==> config.mk <==
export PLATFORM = sky130hd
export DESIGN_NAME = hazard_ctrl
export DESIGN_NICKNAME = d
export VERILOG_FILES = /design/src/rtl/hazard_ctrl_pkg.sv /design/src/rtl/hazard_cmp.sv /design/src/rtl/hazard_ctrl.sv
export VERILOG_INCLUDE_DIRS = /design/src /design/src/rtl
export SDC_FILE = /design/constraint.sdc
export NUM_CORES = 1
export LEC_CHECK = 0
export BUFFER_PORTS_ARGS = -buffer_cell sky130_fd_sc_hd__buf_4
export CAP_MARGIN = 5
export CORE_MARGIN = 1
export CORE_UTILIZATION = 47
export DETAILED_ROUTE_END_ITERATION = 8
export PLACE_DENSITY = 0.73
export REMOVE_ABC_BUFFERS = 1
export SLEW_MARGIN = 20
export SYNTH_ARGS = -nofsm -noshare
export SYNTH_HDL_FRONTEND = slang
export SYNTH_HIERARCHICAL = 1
export SYNTH_SLANG_ARGS = --single-unit
==> constraint.sdc <==
create_clock -name clk -period 2.15 [get_ports clk]
set_clock_uncertainty 0.2 [all_clocks]
set_input_delay 0.1075 -clock clk [delete_from_list [all_inputs] [get_ports clk]]
set_output_delay 0.1075 -clock clk [all_outputs]
set_load 0.05 [all_outputs]
==> src/rtl/cpu_defs.vh <==
// Shared CPU definitions: forwarding-select encodings, GPR address width and zero register.
`ifndef CPU_DEFS_VH
`define CPU_DEFS_VH

`define FWD_RF   2'b00
`define FWD_EX   2'b01
`define FWD_MEM  2'b10
`define FWD_WB   2'b11

`define GPR_W    5
`define ZERO_REG 5'd0

`endif

==> src/rtl/hazard_ctrl_pkg.sv <==
// Shared types and helpers for the hazard controller: stage indices and forward-select priority.
`include "cpu_defs.vh"

package hazard_ctrl_pkg;

  // Tracking stages, youngest first.
  localparam int unsigned NumStages = 3;
  localparam int unsigned StageEx   = 0;
  localparam int unsigned StageMem  = 1;
  localparam int unsigned StageWb   = 2;

  // Youngest producer wins: EX over MEM over WB.
  function automatic logic [1:0] fwd_sel(input logic [NumStages-1:0] hit);
    logic [1:0] sel;
    sel = `FWD_RF;
    if (hit[StageEx]) begin
      sel = `FWD_EX;
    end else if (hit[StageMem]) begin
      sel = `FWD_MEM;
    end else if (hit[StageWb]) begin
      sel = `FWD_WB;
    end
    return sel;
  endfunction

endpackage

==> src/rtl/hazard_cmp.sv <==
// Per-source hit compare against one tracking entry. Register 0 never hits.
`include "cpu_defs.vh"

module hazard_cmp
  import hazard_ctrl_pkg::*;
#(
  parameter int unsigned REG_W = `GPR_W
) (
  input  logic             valid,
  input  logic             wreg,
  input  logic [REG_W-1:0] dest,
  input  logic [REG_W-1:0] src,
  input  logic             use_src,
  output logic             hit
);

  // Entry produces a value the source is actually about to read.
  always_comb begin
    hit = valid & wreg & use_src & (dest != REG_W'(`ZERO_REG)) & (dest == src);
  end

endmodule

==> src/rtl/hazard_ctrl.sv <==
// Pipeline hazard controller: tracks ID destinations through EX/MEM/WB, drives stall, bubble
// and operand forwarding selects, and counts stalled cycles (saturating).
// Optional feature macro: HAZARD_FORWARDING_EN (forwarding + load-use stall). When undefined,
// any live producer stalls ID and operands always come from the register file.
`include "cpu_defs.vh"

module hazard_ctrl
  import hazard_ctrl_pkg::*;
#(
  parameter int unsigned REG_W = `GPR_W,
  parameter int unsigned CNT_W = 16
) (
  input  logic             clk,
  input  logic             rst_n,
  input  logic             id_valid,
  input  logic [REG_W-1:0] id_rs,
  input  logic [REG_W-1:0] id_rt,
  input  logic             id_use_rs,
  input  logic             id_use_rt,
  input  logic [REG_W-1:0] id_dest,
  input  logic             id_wreg,
  input  logic             id_m2reg,
  input  logic             flush,
  output logic             stall,
  output logic             bubble,
  output logic [1:0]       fwd_a,
  output logic [1:0]       fwd_b,
  output logic [CNT_W-1:0] stall_count
);

  localparam logic [CNT_W-1:0] CntMax = '1;

  // Tracking entries indexed by stage (0=EX, 1=MEM, 2=WB). Only EX ever needs the load flag,
  // since a load is forwardable once it reaches MEM.
  logic [NumStages-1:0] ent_valid_q;
  logic [NumStages-1:0] ent_wreg_q;
  logic [REG_W-1:0]     ent_dest_q [NumStages];
  logic                 ex_m2reg_q;

  logic [NumStages-1:0] hit_a;
  logic [NumStages-1:0] hit_b;
  logic                 load_use;
  logic [CNT_W-1:0]     stall_count_q;

  for (genvar s = 0; s < NumStages; s++) begin : g_stage
    hazard_cmp #(
      .REG_W (REG_W)
    ) u_cmp_a (
      .valid   (ent_valid_q[s]),
      .wreg    (ent_wreg_q[s]),
      .dest    (ent_dest_q[s]),
      .src     (id_rs),
      .use_src (id_use_rs),
      .hit     (hit_a[s])
    );

    hazard_cmp #(
      .REG_W (REG_W)
    ) u_cmp_b (
      .valid   (ent_valid_q[s]),
      .wreg    (ent_wreg_q[s]),
      .dest    (ent_dest_q[s]),
      .src     (id_rt),
      .use_src (id_use_rt),
      .hit     (hit_b[s])
    );
  end

  // Load in EX feeding a used source: data not available until MEM.
  always_comb begin
    load_use = ex_m2reg_q & (hit_a[StageEx] | hit_b[StageEx]);
  end

  // Hazard outputs; flush squashes the ID instruction and overrides any stall.
  always_comb begin
    stall = 1'b0;
    fwd_a = `FWD_RF;
    fwd_b = `FWD_RF;
    if (id_valid) begin
`ifdef HAZARD_FORWARDING_EN
      stall = load_use & ~flush;
      fwd_a = fwd_sel(hit_a);
      fwd_b = fwd_sel(hit_b);
`else
      // load_use is a subset of the any-hit term; it is kept so both builds share one view.
      stall = ((|hit_a) | (|hit_b) | load_use) & ~flush;
`endif
    end
    bubble = stall | flush;
  end

  // Entry shift register: tracking never freezes, a bubble enters EX as an invalid entry.
  always_ff @(posedge clk or negedge rst_n) begin
    if (!rst_n) begin
      ent_valid_q <= '0;
      ent_wreg_q  <= '0;
      ent_dest_q  <= '{default: '0};
      ex_m2reg_q  <= 1'b0;
    end else begin
      ent_valid_q[StageWb]  <= ent_valid_q[StageMem];
      ent_wreg_q[StageWb]   <= ent_wreg_q[StageMem];
      ent_dest_q[StageWb]   <= ent_dest_q[StageMem];
      ent_valid_q[StageMem] <= ent_valid_q[StageEx];
      ent_wreg_q[StageMem]  <= ent_wreg_q[StageEx];
      ent_dest_q[StageMem]  <= ent_dest_q[StageEx];
      ent_valid_q[StageEx]  <= id_valid & ~bubble;
      ent_wreg_q[StageEx]   <= id_wreg & ~bubble;
      ent_dest_q[StageEx]   <= bubble ? '0 : id_dest;
      ex_m2reg_q            <= id_m2reg & ~bubble;
    end
  end

  // Saturating stall-cycle counter.
  always_ff @(posedge clk or negedge rst_n) begin
    if (!rst_n) begin
      stall_count_q <= '0;
    end else if (stall && (stall_count_q != CntMax)) begin
      stall_count_q <= stall_count_q + 1'b1;
    end
  end

  assign stall_count = stall_count_q;

endmodule

==> results of run 1 <==
## cell type report
type,instances,share of cell area
clock buffers,5,0.0259
clock inverters,3,0.00659
inverters,1,0.00141
multi-input cells,127,0.381
flip-flops and latches,37,0.349
well taps,48,0.0226
repair buffers,69,0.214
## what timing repair did
| item | CTS | global route |
|---|---|---|
| gates resized for setup | 15 | 22 |
| setup endpoints to repair | 23 | 24 |
| pin swaps | 22 | 5 |
| hold endpoints to repair | 44 | 0 |
| buffers inserted | 5 | 3 |
| hold buffers | 8 | 0 |
## layer usage
layer	global-route usage	vias up	wire, um
met5	0	-	0
met4	0.0861	0	84
met3	0.0616	10	196
met2	0.391	46	2260
met1	0.279	751	2010
li1	-	731	-
## worst max path at each step
stage	end	cells past startpoint	slack [ns]	from
floorplan	stall_count[5]$_DFFE_PN0P_	8	-0.36	ent_dest_q[10]$_DFF_PN0_
detailed placement	stall_count[4]$_DFFE_PN0P_	10	-0.19	ent_dest_q[13]$_DFF_PN0_
global placement	stall_count[5]$_DFFE_PN0P_	8	-0.12	ent_dest_q[12]$_DFF_PN0_
CTS	stall	8	-0.24	ent_dest_q[12]$_DFF_PN0_
global route	stall	9	-0.46	ent_dest_q[8]$_DFF_PN0_
finish	stall	9	-0.40	ent_dest_q[8]$_DFF_PN0_
## registers in the layout, summed over array words and instances, names as in the netlist
name	flops
ent_dest_q	15
ent_wreg_q	3
ent_valid_q	3
stall_count	16
## power groups by stage
stage               clock network [uW]  logic [uW]  registers (uW)
global route                       530         245             748
detailed placement                   0         189             756
floorplan                            0        90.8             760
finish                             486         230             744
global placement                     0         182             754
CTS                                495         214             743
## worst max-delay path: stages, from the launching register on
cell and delay [ns]:
sky130_fd_sc_hd__dfrtp_1 0.44, sky130_fd_sc_hd__or4_4 0.58, sky130_fd_sc_hd__nor2_4 0.13, sky130_fd_sc_hd__nor3_2 0.05, sky130_fd_sc_hd__nor2_1 0.13, sky130_fd_sc_hd__buf_4 0.14, sky130_fd_sc_hd__a31oi_4 0.08, sky130_fd_sc_hd__buf_4 0.14
sky130_fd_sc_hd__buf_6 0.12, sky130_fd_sc_hd__buf_8 0.14
## cells in the final DEF, fill, tap and decap left out, types with 2 or more instances in the layout
cell type,count
sky130_fd_sc_hd__nor2_2,3
sky130_fd_sc_hd__buf_6,6
sky130_fd_sc_hd__and2_1,6
sky130_fd_sc_hd__xnor2_1,34
sky130_fd_sc_hd__xor2_1,2
sky130_fd_sc_hd__nand2_1,2
sky130_fd_sc_hd__nor3_2,5
sky130_fd_sc_hd__xnor2_2,7
sky130_fd_sc_hd__nand2_2,4
sky130_fd_sc_hd__dfrtp_1,36
sky130_fd_sc_hd__clkinv_2,2
sky130_fd_sc_hd__and3_1,2
sky130_fd_sc_hd__conb_1,4
sky130_fd_sc_hd__dlygate4sd3_1,8
sky130_fd_sc_hd__or4_1,5
sky130_fd_sc_hd__nor2_1,10
sky130_fd_sc_hd__nand3_1,3
sky130_fd_sc_hd__nor3_1,2
sky130_fd_sc_hd__buf_4,54
sky130_fd_sc_hd__clkbuf_8,5
sky130_fd_sc_hd__a21oi_2,2
sky130_fd_sc_hd__nand4_1,20
## stage by stage
stage                     worst slack (ns)  TNS, ns  power [uW]  hold WS, ns
after floorplan                     -0.363    -3.52         851       -0.388
after global placement              -0.117    -1.22         936       -0.116
final                               -0.401    -5.88        1460      0.00755
after CTS                           -0.243    -3.00        1450      0.00134
after detailed placement            -0.187    -2.08         945       -0.102
after global routing                -0.455    -7.74        1520       0.0161
## logic make-up (layout without fill, tap and decap cells)
family,Yosys count,count (layout),share of synthesized area
multiplexers,1,1,0.00612
AND/OR/NAND/NOR,71,71,0.220
flip-flops,37,37,0.503
other,1,4,0.00204
buffers and inverters,6,78,0.0245
adder cells (fa/ha/maj),1,1,0.00680
AO/OA/AOI/OAI,7,7,0.0327
XOR/XNOR,43,43,0.205
==> impl_metrics.yaml, run 1 <==
clock_tree:
  clock_insertion_delay_worst_skew_ns: 0.29
  cts_tree: "built"
  ctsRootBufferMaster: "sky130_fd_sc_hd__clkbuf_8"
  cts_bufs_inserted: 5
  clkSinkCount: 37
  cts_max_level: 2
  clock_path_buffers: 2
  clkTransAtPathRegs_ns: 0.08
synthesis:
  synth.cells.most_frequent: "41 x sky130_fd_sc_hd__xnor2_1, 37 x sky130_fd_sc_hd__dfrtp_1, 20 x sky130_fd_sc_hd__nand4_1, 14 x sky130_fd_sc_hd__nor2_1"
  asyncSetResetFlopFracSynth: 1.00
  netlist-cell-type-count: 28
  synth_top_cell_by_area: "sky130_fd_sc_hd__dfrtp_1"
  post_synth_inst_count: 167
  dominantRegCellSynth: "sky130_fd_sc_hd__dfrtp_1"
  yosys_warnings: 6
  syn_area_um2: 1840
  synth_sequential_area_ratio: 0.503
  syn-mean-instance-area_um2: 11.0
  synth-seq-cells: 37
  yosysTopAreaCellShare: 0.503
  synth_edf_count: 0
  yosys.cell_count.top_type: "sky130_fd_sc_hd__xnor2_1"
  leading_post_synthesis_cells_by_cell_area: "sky130_fd_sc_hd__dfrtp_1 50%, sky130_fd_sc_hd__xnor2_1 20%, sky130_fd_sc_hd__nand4_1 6.8%, sky130_fd_sc_hd__nor2_1 2.9%, sky130_fd_sc_hd__or4_1 2.4%"
sta:
  setup_viol_count_final: 24
  finalCriticalPeriod_ns: 2.55
  fmax_mhz: 392
  rsz_0062_raised_after_global_routing: "yes"
  report.final.hold_viol_count: 0
  timing.final.ws_setup_ns: -0.401
  layout_worst_path_cycle_share: 1.19
  max_slew_vio_count: 0
drt:
  drcViolationCount: 0
  vias_per_cell: 5.30
  wl_per_cell_um: 15.7
  detailroute.via_count: 1538
  drtIter0Drc: 96
  drt_first_pass_iters: 4
  antenna_violating_nets_post_route: 0
  routed_wirelength_mm: 4.55
placed_design:
  dp.final_hpwl_mm: 3.00
  placement.io_buffers: 39
  placement.cell_area_um2: 2270
  place_inst: 267
  rd_place_congestion: 0.854
worst_setup_path:
  setup.reg_to_reg.worst_slack_ns: -0.37
  reg2reg_depth: 10
  worstReg2RegStart: "ent_dest_q[8]$_DFF_PN0_"
  startpoint_type: "flip-flop"
  critical_setup_path_class: "reg -> out"
  cp-end-kind: "primary output"
  cp.required_ns: 1.84
  critical_path_arrival_ns: 2.24
  worst-path-max-fanout: 4
  regToRegEndpoint: "stall_count[1]$_DFFE_PN0P_"
hold_path:
  timing.hold.worst.class: "in -> reg"
  whs_endpoint: "ent_valid_q[0]$_DFF_PN0_"
  min-delay-start: "flush"
  min_path_cells: 3
cells_and_area:
  post-route-cell-area_um2: 2660
  layout.core_utilization: 0.715
  ff_latch_area_um2: 927
  drive_gt1_frac: 0.413
  antenna-diode-count: 0
  nets: 265
  layout.cells.non_filler: 290
  filler_cell_count: 260
  multi_input_comb_area_um2: 1010
  area_delta_synth_final_pct: 44.4
die:
  die_h_um: 64.6
  initial_utilization: 0.495
  fp.coreArea_um2: 3720
  design.die.area_um2: 4170
  num_io_pins: 45
  die_w_um: 64.6
  row_count: 22
pwr:
  share_of_power_burned_in_combinational_logic: 0.158
  max-vdd-ir-drop_v: 0.000437
  power.static_leakage_uw: 0.00119
  intPower_uw: 1060
  pwrdens_nw_per_um2: 550
  seqPwrFrac: 0.509
  p_sw_uw: 403
  clkPwrFrac: 0.333
  swShare: 0.276
global_routing:
  grt_pass1_wl_mm: 7.21
  first_global_vias: 1558
  antenna_violations_before_repair: 0
  global_route.overflow_total: 0
  grt_max_degree: 38
  globalRouteTotalUtil: 0.230
outcome:
  status: "finished with violations"
  violations_in_the_final_reports: "negative setup slack"
job:
  cap_violations: 0
Note: power is estimated with default switching activity, not from simulation.
==> run 2: changes to the inputs <==
- SYNTH_HIERARCHICAL: 1 -> default
==> run 2 against run 1 <==
  * Die area is 0.93% higher
  * Largest power group unchanged
  * Largest cell class unchanged
  * The run ends with negative hold slack, negative setup slack left
  * Maximum frequency is 7.5% higher
  * Via count is 2.5% lower
  * Register-to-register slack better by 0.17 ns
  * Final area is 6.1% higher
  * Total power is 0.77% lower
==> impl_metrics.yaml, run 2 <==
cells_and_area:
  multi_input_comb_area_um2: 1080
  filler_cell_count: 241
  most_frequent_standard_cell_in_the_layout_excluding_fill_and_tap_cells: "sky130_fd_sc_hd__buf_4"
  layout.cells.non_filler: 291
  area_delta_synth_final_pct: 51.8
  antenna-diode-count: 0
  nets: 266
  mostFrequentLayoutCells: "55 x sky130_fd_sc_hd__buf_4, 35 x sky130_fd_sc_hd__xnor2_1, 35 x sky130_fd_sc_hd__dfrtp_1, 15 x sky130_fd_sc_hd__buf_6, 8 x sky130_fd_sc_hd__nand4_1"
  largest_register_ffs: 16
  ff_latch_area_um2: 928
  drive_gt1_frac: 0.490
  layout.core_utilization: 0.758
sta:
  report.final.hold_viol_count: 1
  fmax_mhz: 421
  setup_viol_count_final: 18
  rsz_0062_raised_after_global_routing: "yes"
  timing.final.ws_setup_ns: -0.222
  max_slew_vio_count: 0
  post_route_hold_slack_ns: -0.00127
  layout_worst_path_cycle_share: 1.10
  finalCriticalPeriod_ns: 2.37
global_routing:
  first_global_vias: 1572
  grt_max_degree: 38
  met3_usage: 0.0493
  grtUsageMet2: 0.400
  met1_usage: 0.279
  global_route.overflow_total: 0
  busiest_layer: "met2"
  grt_pass1_wl_mm: 7.22
  globalRouteTotalUtil: 0.232
  antenna_violations_before_repair: 0
die:
  num_io_pins: 45
  row_count: 22
  fp.coreArea_um2: 3720
  die_h_um: 64.9
  design.die.area_um2: 4210
  die_w_um: 64.9
  initial_utilization: 0.500
drt:
  routed_wirelength_mm: 4.57
  antenna_violating_nets_post_route: 0
  drt_first_pass_iters: 4
  drcViolationCount: 0
  vias_per_cell: 5.15
  wl_per_cell_um: 15.7
  drtIter0Drc: 63
  detailroute.via_count: 1499
pwr:
  max-vdd-ir-drop_v: 0.000378
  total_power_uw: 1450
  power.static_leakage_uw: 0.00130
  pwrdens_nw_per_um2: 514
worst_setup_path:
  startpoint_type: "flip-flop"
  critical_path_arrival_ns: 2.06
  cp.required_ns: 1.84
  regToRegEndpoint: "stall_count[1]$_DFFE_PN0P_"
  worst-path-max-fanout: 3
  worstReg2RegStart: "ent_dest_q[1]$_DFF_PN0_"
  cp-end-kind: "primary output"
  reg2reg_depth: 10
  critical_setup_path_class: "reg -> out"
  setup.reg_to_reg.worst_slack_ns: -0.20
hold_path:
  min_path_cells: 3
  timing.hold.worst.class: "in -> reg"
  min-delay-start: "id_valid"
  whs_endpoint: "ent_valid_q[0]$_DFF_PN0_"
synthesis:
  netlist-cell-type-count: 29
  post_synth_inst_count: 161
  synth.cells.most_frequent: "42 x sky130_fd_sc_hd__xnor2_1, 37 x sky130_fd_sc_hd__dfrtp_1, 8 x sky130_fd_sc_hd__nand2_1, 8 x sky130_fd_sc_hd__nand4_1"
  yosysTopAreaCellShare: 0.499
  synth-seq-cells: 37
  dominantRegCellSynth: "sky130_fd_sc_hd__dfrtp_1"
  syn_area_um2: 1860
  synth_top_cell_by_area: "sky130_fd_sc_hd__dfrtp_1"
  syn-mean-instance-area_um2: 11.5
  synth_edf_count: 0
  asyncSetResetFlopFracSynth: 1.00
  leading_post_synthesis_cells_by_cell_area: "sky130_fd_sc_hd__dfrtp_1 50%, sky130_fd_sc_hd__xnor2_1 20%, sky130_fd_sc_hd__nand3_2 2.7%, sky130_fd_sc_hd__nand4_1 2.7%, sky130_fd_sc_hd__and2_1 2.4%"
  yosys_warnings: 0
  yosys.cell_count.top_type: "sky130_fd_sc_hd__xnor2_1"
  synth_sequential_area_ratio: 0.499
placed_design:
  dp.final_hpwl_mm: 3.02
  place_inst: 262
  placement.io_buffers: 39
  rd_place_congestion: 1.00
clock_tree:
  cts_bufs_inserted: 5
  clock_path_buffers: 2
  ctsRootBufferMaster: "sky130_fd_sc_hd__clkbuf_8"
  clkSinkCount: 37
  clkTransAtPathRegs_ns: 0.07
  cts_max_level: 2
  cts_tree: "built"
  clock_insertion_delay_worst_skew_ns: 0.29
outcome:
  status: "finished with violations"
  violations_in_the_final_reports: "negative hold slack, negative setup slack"
job:
  cap_violations: 0
run 2: timing repair:
item / in CTS / in global routing
hold endpoints to repair: 43 / 0
setup endpoints to repair: 24 / 24
gates cloned: 1 / 0
hold buffers: 7 / 0
gates resized for setup: 28 / 24
setup buffers: 10 / 4
pin swaps: 25 / 22
run 2: routing by layer:
metal	wire, um	part of all wire
met1	1950	0.43
met2	2410	0.53
met3	138	0.030
met4	76	0.017
met5	0	0
run 2: through the flow:
step | worst slack [ns] | setup TNS (ns) | instance area, um2 | hold WS [ns]
2_1_floorplan | -0.306 | -2.48 | 1820 | -0.388
3_3_place_gp | -0.0750 | -0.281 | 2300 | -0.116
3_5_place_dp | -0.165 | -1.75 | 2300 | -0.113
4_1_cts | -0.217 | -2.08 | 2670 | 0.00480
5_1_grt | -0.310 | -4.74 | 2820 | 0.0158
6_report | -0.222 | -2.57 | 2820 | -0.00127
run 2: cell families (layout without fill, tap and decap cells):
family,Yosys count,count (layout),share of synthesized area
compound gates,16,16,0.0836
xor+xnor,42,42,0.198
fa+ha+maj,1,1,0.00674
buf+inv,9,88,0.0323
flops,37,37,0.499
mux,1,1,0.00606
other cells,1,4,0.00202
simple gates,54,54,0.173
run 2: where the power goes:
| group | total, uW | internal (uW) | leakage (uW) | switching, uW |
|---|---|---|---|---|
| Combinational | 234 | 121 | 0.000766 | 113 |
| Sequential | 742 | 718 | 0.000491 | 23.9 |
| Clock | 473 | 224 | 0.0000439 | 249 |
run 2: how the worst max path moves through the flow:
| stage | start | to | slack, ns | cells past startpoint |
|---|---|---|---|---|
| 6_report | ent_dest_q[12]$_DFF_PN0_ | bubble | -0.22 | 8 |
| 5_1_grt | ent_dest_q[1]$_DFF_PN0_ | stall_count[1]$_DFFE_PN0P_ | -0.31 | 10 |
| 4_1_cts | ent_dest_q[1]$_DFF_PN0_ | bubble | -0.22 | 7 |
| 3_5_place_dp | ent_dest_q[14]$_DFF_PN0_ | stall_count[1]$_DFFE_PN0P_ | -0.16 | 7 |
| 3_3_place_gp | ent_dest_q[1]$_DFF_PN0_ | stall_count[1]$_DFFE_PN0P_ | -0.07 | 6 |
| 2_1_floorplan | stall_count[0]$_DFFE_PN0P_ | stall_count[1]$_DFFE_PN0P_ | -0.31 | 7 |
run 2: final cells by class:
type,count,share of cell area
multi-input combinational,118,0.383
tap,48,0.0213
clock buffer,5,0.0244
inverter,3,0.00400
timing repair buffer,77,0.231
clock inverter,3,0.00622
sequential,37,0.329
run 2: worst max-delay path, stage by stage, from the launching register on:
cell and delay [ns]:
sky130_fd_sc_hd__dfrtp_1 0.42, sky130_fd_sc_hd__buf_4 0.15, sky130_fd_sc_hd__or4_4 0.43, sky130_fd_sc_hd__o2111ai_4 0.24, sky130_fd_sc_hd__buf_6 0.13, sky130_fd_sc_hd__nand2_2 0.07, sky130_fd_sc_hd__a21oi_4 0.15, sky130_fd_sc_hd__inv_2 0.05
sky130_fd_sc_hd__buf_6 0.14
==> run 3: changes to the inputs <==
- BUFFER_PORTS_ARGS: -buffer_cell sky130_fd_sc_hd__buf_4 -> default
- CORE_UTILIZATION: 47 -> 52
- DONT_BUFFER_PORTS: default -> 1
- PLACE_DENSITY: 0.73 -> 0.66
- clock period: 2.15 -> 2.39 ns (I/O delays scaled with it)
==> run 3 against run 2 <==
  * Via count decreased by 11%
  * Sequential power decreased by 11%
  * The run still ends with negative hold slack, negative setup slack left
  * Total power decreased by 22%
  * Wire length decreased by 20%
  * Register-to-register slack improved by 0.23 ns
  * Count of clock-buffer cells in the layout increased by 2
  * Final area decreased by 19%
  * Global-route usage decreased by 1.6 points
  * Clock power decreased by 31%
  * Cell count decreased by 14%
  * Critical path depth decreased by 2
==> impl_metrics.yaml, run 3 (synthesized netlist as in run 2, its figures left out) <==
cells_and_area:
  most_frequent_standard_cell_in_the_layout_excluding_fill_and_tap_cells: "sky130_fd_sc_hd__xnor2_1"
  post-route-cell-area_um2: 2290
  nets: 227
  layout.core_utilization: 0.677
  mostFrequentLayoutCells: "40 x sky130_fd_sc_hd__xnor2_1, 37 x sky130_fd_sc_hd__dfrtp_1, 26 x sky130_fd_sc_hd__buf_4, 9 x sky130_fd_sc_hd__dlygate4sd3_1"
  filler_cell_count: 249
  antenna-diode-count: 0
  largest_register_ffs: 16
  area_delta_synth_final_pct: 23.5
  drive_gt1_frac: 0.246
global_routing:
  global_route.overflow_total: 0
  met1_usage: 0.266
  busiest_layer: "met2"
  first_global_vias: 1346
  globalRouteTotalUtil: 0.216
  met3_usage: 0.0683
  grt_max_degree: 38
  grtUsageMet2: 0.356
  grt_pass1_wl_mm: 5.83
  antenna_violations_before_repair: 0
die:
  initial_utilization: 0.548
  num_io_pins: 45
  design.die.area_um2: 3810
  die_w_um: 61.8
  fp.coreArea_um2: 3390
  row_count: 21
  die_h_um: 61.8
pwr:
  pwrdens_nw_per_um2: 495
  max-vdd-ir-drop_v: 0.000349
  total_power_uw: 1130
  power.static_leakage_uw: 0.00103
clock_tree:
  cts_bufs_inserted: 5
  clock_insertion_delay_worst_skew_ns: 0.33
  cts_tree: "built"
  clkTransAtPathRegs_ns: 0.10
  ctsRootBufferMaster: "sky130_fd_sc_hd__clkbuf_4"
  clkSinkCount: 37
  ctsHoldBuffers: 10
  clock_path_buffers: 2
  cts_max_level: 2
drt:
  vias_per_cell: 5.36
  drtIter0Drc: 34
  drcViolationCount: 0
  antenna_violating_nets_post_route: 0
  wl_per_cell_um: 14.8
  drt_first_pass_iters: 4
  routed_wirelength_mm: 3.67
  detailroute.via_count: 1335
placed_design:
  dp.final_hpwl_mm: 2.63
  rd_place_congestion: 0.864
  placement.io_buffers: 0
  placement.cell_area_um2: 2040
sta:
  layout_worst_path_cycle_share: 1.04
  post_route_hold_slack_ns: -0.0439
  rsz_0062_raised_after_global_routing: "yes"
  max_slew_vio_count: 0
  timing.final.ws_setup_ns: -0.105
  setup_viol_count_final: 1
  fmax_mhz: 401
  report.final.hold_viol_count: 6
  finalCriticalPeriod_ns: 2.50
  setup-tns-final_ns: -0.105
hold_path:
  timing.hold.worst.class: "in -> reg"
worst_setup_path:
  worst-path-max-fanout: 2
  cp.required_ns: 2.07
  startpoint_type: "flip-flop"
  cp-end-kind: "primary output"
  critical_setup_path_class: "reg -> out"
  critical_path_arrival_ns: 2.18
job:
  cap_violations: 0
outcome:
  status: "finished with violations"
  violations_in_the_final_reports: "negative hold slack, negative setup slack"
==> run 3: final cells by class <==
| type | instances | area [um2] | share of cell area |
|---|---|---|---|
| well taps | 46 | 57.6 | 0.0251 |
| clock buffers | 7 | 55.1 | 0.0240 |
| flip-flops and latches | 37 | 926 | 0.404 |
| repair buffers | 38 | 337 | 0.147 |
| multi-input cells | 118 | 903 | 0.394 |
| inverters | 3 | 15.0 | 0.00655 |
==> run 3: per-stage QoR <==
stage	cells	worst slack, ns
floorplan	158	-0.0664
global placement	224	0.154
detailed placement	224	0.138
CTS	247	-0.111
global route	249	-0.195
finish	249	-0.105
==> run 3: power breakdown <==
group | leakage [uW] | internal [uW] | total (uW) | switching, uW
Combinational | 0.000507 | 71.9 | 146 | 73.8
Sequential | 0.000494 | 645 | 663 | 17.3
Clock | 0.0000314 | 139 | 326 | 187
==> run 3: what timing repair did <==
action,in CTS,in global routing
endpoints found under the setup margin,1,7
pin swaps,2,2
resized for setup,3,2
setup buffers,6,2
hold endpoints to repair,45,6
==> run 3: per-layer routing <==
metal	share of wire	vias up
met2	0.49	45
met4	0.017	0
met1	0.43	649
met5	0	-
met3	0.060	7
li1	-	634
==> run 3: final timing paths <==
kind / from / endpoint / slack [ns] / depth (start not counted)
max: ent_dest_q[1]$_DFF_PN0_ / bubble / -0.11 / 6
min: id_valid / ent_wreg_q[0]$_DFF_PN0_ / -0.04 / 3
max reg2reg: ent_dest_q[1]$_DFF_PN0_ / stall_count[1]$_DFFE_PN0P_ / 0.03 / 8
min reg2reg: ent_valid_q[1]$_DFF_PN0_ / ent_valid_q[2]$_DFF_PN0_ / 0.19 / 0
max in group asynchronous: rst_n / ent_dest_q[14]$_DFF_PN0_ / 1.78 / 2
min in group asynchronous: rst_n / ent_valid_q[2]$_DFF_PN0_ / 0.04 / 2
==> run 3: critical path: stages (launching register included) <==
cell and delay (ns):
sky130_fd_sc_hd__dfrtp_1 0.39, sky130_fd_sc_hd__or3_1 0.38, sky130_fd_sc_hd__o311a_1 0.33, sky130_fd_sc_hd__a22oi_4 0.20, sky130_fd_sc_hd__nand2_2 0.10, sky130_fd_sc_hd__a21oi_4 0.17
sky130_fd_sc_hd__clkinvlp_4 0.26
